--- config.mk ---
export PLATFORM = sky130hd
export DESIGN_NAME = matmul_seq_ctrl
export DESIGN_NICKNAME = d
export VERILOG_FILES = /design/src/rtl/matmul_seq_ctrl.sv
export SDC_FILE = /design/constraint.sdc
export NUM_CORES = 1
export LEC_CHECK = 0
export ABC_AREA = 1
export CAP_MARGIN = 5
export CORE_AREA = 3 3 172 174
export DETAILED_ROUTE_END_ITERATION = 7
export DIE_AREA = 0 0 175 177
export GPL_TIMING_DRIVEN = 0
export MAX_ROUTING_LAYER = met4
export PLACE_DENSITY = 0.66
export SLEW_MARGIN = 20
export SYNTH_ARGS = -nofsm -noshare
export SYNTH_HDL_FRONTEND = slang
export SYNTH_SLANG_ARGS = --single-unit
--- constraint.sdc ---
create_clock -name clk -period 10.25 [get_ports clk]
set_input_delay 2.05 -clock clk [delete_from_list [all_inputs] [get_ports clk]]
set_output_delay 2.05 -clock clk [all_outputs]
set_load 0.1 [all_outputs]
--- src/rtl/matmul_seq_ctrl.sv ---
// Resource-shared matrix multiplier sequencer: streams in A and B, then reuses one 16x16
// multiplier and one accumulator for every C element, streaming C out row-major.
module matmul_seq_ctrl #(
   parameter int unsigned Col1 = 2,
   parameter int unsigned Row1 = 2,
   parameter int unsigned Row2 = 2
) (
   input  logic        clk,
   input  logic        rst_n,
   input  logic        start,
   output logic        busy,
   output logic        done,
   input  logic        in_valid,
   output logic        in_ready,
   input  logic [15:0] in_data,
   output logic        out_valid,
   input  logic        out_ready,
   output logic [15:0] out_data,
   output logic        out_last
);

   localparam int unsigned NumA = Col1 * Row1;
   localparam int unsigned NumW = NumA + Row1 * Row2;
   localparam int unsigned IdxW = $clog2(NumW);
   localparam int unsigned IW   = $clog2(Col1 + 1);
   localparam int unsigned JW   = $clog2(Row2 + 1);
   localparam int unsigned KW   = $clog2(Row1 + 1);

   localparam logic [IdxW-1:0] IdxLast = IdxW'(NumW - 1);
   localparam logic [IW-1:0]   ILast   = IW'(Col1 - 1);
   localparam logic [JW-1:0]   JLast   = JW'(Row2 - 1);
   localparam logic [KW-1:0]   KLast   = KW'(Row1 - 1);

   typedef enum logic [2:0] {StIdle, StLoad, StMac, StEmit, StFin} state_e;

   state_e state_q, state_d;

   logic [IdxW-1:0] idx_q;
   logic [IW-1:0]   i_q;
   logic [JW-1:0]   j_q;
   logic [KW-1:0]   k_q;
   logic [15:0]     acc_q;
   logic [15:0]     mem_q [NumW];

   logic [IdxW-1:0] a_addr, b_addr;
   logic [15:0]     prod;
   logic            last_elem;

   // A occupies slots [0, NumA), B follows immediately after.
   assign a_addr    = IdxW'(32'(i_q) * Row1 + 32'(k_q));
   assign b_addr    = IdxW'(NumA + 32'(k_q) * Row2 + 32'(j_q));
   assign prod      = mem_q[a_addr] * mem_q[b_addr];
   assign last_elem = (i_q == ILast) && (j_q == JLast);

   always_ff @(posedge clk or negedge rst_n) begin
      if (!rst_n) begin
         state_q <= StIdle;
      end else begin
         state_q <= state_d;
      end
   end

   always_comb begin
      state_d = state_q;
      unique case (state_q)
         StIdle: if (start) state_d = StLoad;
         StLoad: if (in_valid && idx_q == IdxLast) state_d = StMac;
         StMac:  if (k_q == KLast) state_d = StEmit;
         StEmit: if (out_ready) state_d = last_elem ? StFin : StMac;
         StFin:  state_d = StIdle;
         default: state_d = StIdle;
      endcase
   end

   always_comb begin
      busy      = (state_q != StIdle);
      done      = (state_q == StFin);
      in_ready  = (state_q == StLoad);
      out_valid = (state_q == StEmit);
      out_last  = out_valid && last_elem;
      out_data  = out_valid ? acc_q : 16'd0;
   end

   always_ff @(posedge clk or negedge rst_n) begin
      if (!rst_n) begin
         idx_q <= '0;
         i_q   <= '0;
         j_q   <= '0;
         k_q   <= '0;
         acc_q <= '0;
      end else begin
         unique case (state_q)
            StIdle: begin
               if (start) begin
                  idx_q <= '0;
               end
            end
            StLoad: begin
               if (in_valid) begin
                  idx_q <= idx_q + IdxW'(1);
                  if (idx_q == IdxLast) begin
                     i_q <= '0;
                     j_q <= '0;
                     k_q <= '0;
                  end
               end
            end
            StMac: begin
               acc_q <= ((k_q == '0) ? 16'd0 : acc_q) + prod;
               if (k_q != KLast) begin
                  k_q <= k_q + KW'(1);
               end
            end
            StEmit: begin
               if (out_ready && !last_elem) begin
                  k_q <= '0;
                  if (j_q == JLast) begin
                     j_q <= '0;
                     i_q <= i_q + IW'(1);
                  end else begin
                     j_q <= j_q + JW'(1);
                  end
               end
            end
            default: ;
         endcase
      end
   end

   // Operand storage carries no reset; contents are rewritten by every job.
   always_ff @(posedge clk) begin
      if (state_q == StLoad && in_valid) begin
         mem_q[idx_q] <= in_data;
      end
   end

endmodule

==> flow_summary.json <==
{
  "fin_nets": 1801,
  "reg2reg_to": "acc_q[15]",
  "place_ws_ps": 2720,
  "crit_chain": "ha_1 -> xnor2_2 -> buf_2 -> nand2_1 -> o21ai_1 -> inv_1 -> nor2_1 -> fa_1 -> inv_1 -> fa_1 -> fa_1 -> fa_1 -> inv_1 -> fa_1 -> inv_1 -> fa_1 -> inv_1 -> ha_1 -> nand4_1 -> o311ai_0 -> nand3_1 -> nand3_1 -> nand2_1",
  "vias": 10600,
  "synth.distinct_cells": 36,
  "slew_headroom_pct": 34.6,
  "numCtsBuffers": 17,
  "dp_hpwl_mm": 27.5,
  "drv_cap": 0,
  "io_buffers": 41,
  "io_pins": 42,
  "drtAntennaViolNets": 0,
  "reg2reg_from": "k_q[0]",
  "path_common_cell": "fa_1",
  "worstMarginPinSlew_ps": 977,
  "ctsHoldBuffers": 0,
  "min_to": "acc_q[11]",
  "synthArstFlopShare_pct": 17.9,
  "rr_worst_depth": 23,
  "ys.warnings.count": 0,
  "worst_slack_ps": 2640,
  "synth_common_cells": "434 x nand2_1, 313 x inv_1, 130 x nor2_1",
  "finalMaxSlewViolations": 0,
  "rrSetupSlack_ps": 2640,
  "syn_area_sq_um": 12600,
  "clockBufferDepth": 2,
  "die_area_sq_um": 31000,
  "syn_inst": 1553,
  "finalSetupViolCount": 0,
  "avgRoutedWirePerCell_microns": 17.9,
  "slowest_stage": "o311ai_0",
  "max_stage_delay_ps": 780,
  "clkSinkCount": 156,
  "post-synth-top-count-cell": "nand2_1",
  "area_delta_synth_final_pct": 13.3,
  "post_cts_buffers": 0,
  "grt_max_degree": 29,
  "start_util_pct": 44.9,
  "synth_top_area_share_pct": 30.6,
  "yosysSeqAreaShare_pct": 36.2,
  "clock.fmax_mhz": 131,
  "startpoint_type": "register",
  "avgSynthCellArea_sq_um": 8.08,
  "finalCritPeriodShare_pct": 74.2,
  "rsz0062_at_grt": "no",
  "core_sq_um": 27900,
  "criticalPathCategory": "reg -> reg",
  "ys_seq_elements": 156,
  "first_pass_iters": 5,
  "worstHoldPathCells": 2,
  "grt_usage_pct": 24.6,
  "clockRootBuffer": "clkbuf_16",
  "synth_edf_count": 128,
  "synth_area_leaders": "edfxtp_1 31%, fa_1 15%, nand2_1 13%",
  "hold_violations": 0,
  "chipHeight_microns": 177,
  "yosys.area.top_type": "edfxtp_1",
  "routed_wl_mm": 36.0,
  "cts.clk_slew.worst_paths_ps": 70,
  "critical_path_peak_fanout": 10,
  "fin_skew_ps": 18.3,
  "drc": 0,
  "drive_gt1_share_pct": 6.46,
  "status": "finished clean",
  "ys.flop_type": "edfxtp_1",
  "worstPathArrival_ps": 7940,
  "cts_tree": "built",
  "viasPerCell": 5.23,
  "first_iter_violations": 881,
  "cts_resized": 0,
  "grt_pass1_vias": 10600,
  "min_from": "acc_q[11]",
  "fill_cells": 2637,
  "crit_start": "k_q[0]",
  "min_path_type": "reg -> reg",
  "rows": 61,
  "end_kind": "register",
  "gp_congestion": 0.945,
  "h-tree-depth": 4,
  "antenna_found_initial": 0,
  "grt_overflow": 0,
  "die_x_microns": 175,
  "clk_latency_ps": 440,
  "n_antenna_cell": 0,
  "syn_nets": 1727,
  "final.min_clock_period_ps": 7610,
  "grt_pass1_wl_mm": 56.8,
  "setup_tns_ps": 0,
  "worstPathRequired_ps": 10580
}
-- per-layer routing --
metal,global-route usage (%),part of all wire [%]
met1,29.7,41
met5,-,0
met3,3.73,7.0
met4,9.74,3.2
met2,41.8,49
-- per-stage QoR --
| stage | hold WS (ps) | instances | utilization [%] | cell area, sq um |
|---|---|---|---|---|
| after floorplan | 475 | 1553 | - | 12600 |
| after global placement | 514 | 1972 | 48.1 | 13400 |
| after detailed placement | 525 | 1986 | 48.7 | 13600 |
| after CTS | 543 | 2018 | 50.9 | 14200 |
| after global routing | 557 | 2018 | 50.9 | 14200 |
| final | 542 | 2018 | 50.9 | 14200 |
-- layout make-up --
class | count | area [sq um] | area share [%]
sequential | 156 | 4540 | 32.0
timing repair buffer | 55 | 529 | 3.72
inverter | 321 | 1200 | 8.47
clock buffer | 19 | 433 | 3.04
tap | 378 | 473 | 3.33
multi-input combinational | 1020 | 6590 | 46.3
buffer | 56 | 265 | 1.87
clock inverter | 13 | 185 | 1.30
-- how the worst max path moves through the flow --
stage                     cells past startpoint        end  slack, ps
final                                        23  acc_q[15]       2640
after global routing                         25  acc_q[15]       2210
after CTS                                    23  acc_q[15]       2700
after detailed placement                     23  acc_q[15]       2720
after global placement                       23  acc_q[15]       2810
after floorplan                              27  acc_q[14]       4110
-- logic make-up (layout without fill, tap and decap cells) --
group	after synthesis	after routing	synth area share, %
flip-flops	156	156	36.2
AND/OR/NAND/NOR	670	670	21.4
AO/OA/AOI/OAI	183	183	8.70
adder cells (fa/ha/maj)	153	153	20.9
buffers and inverters	377	464	11.7
XOR/XNOR	14	14	1.16
-- sequential cells by signal, summed over array words and instances, names as in the netlist --
name and count:
mem_q 128, idx_q 3, state_q 3, acc_q 16, j_q 2, i_q 2
k_q 2
-- cells in the final DEF, fill, tap and decap left out, drive strengths merged, types with 4 or more instances in the layout --
master           n
nor2           130
nand2          436
xor2            10
o211ai          55
clkdlybuf4s50   40
a21oi           42
inv            323
dfrtp           28
bufinv           4
clkbuf          38
clkinv           6
xnor2            4
fa              94
buf             52
nand3           83
nand3b           8
or2              4
o21ai           71
edfxtp         128
nor3             7
ha              59
-- worst max-delay path, delay by kind of cell (launching register included) --
family	cells	cell delay, ps
XOR/XNOR	1	570
AO/OA/AOI/OAI	2	1190
adder cells (fa/ha/maj)	8	3490
buffers and inverters	6	1010
flip-flops	1	430
AND/OR/NAND/NOR	6	800
Power is left out: the tool's default activity adds up to more than one toggle a clock period on the data nets, which glitch-free logic cannot reach.
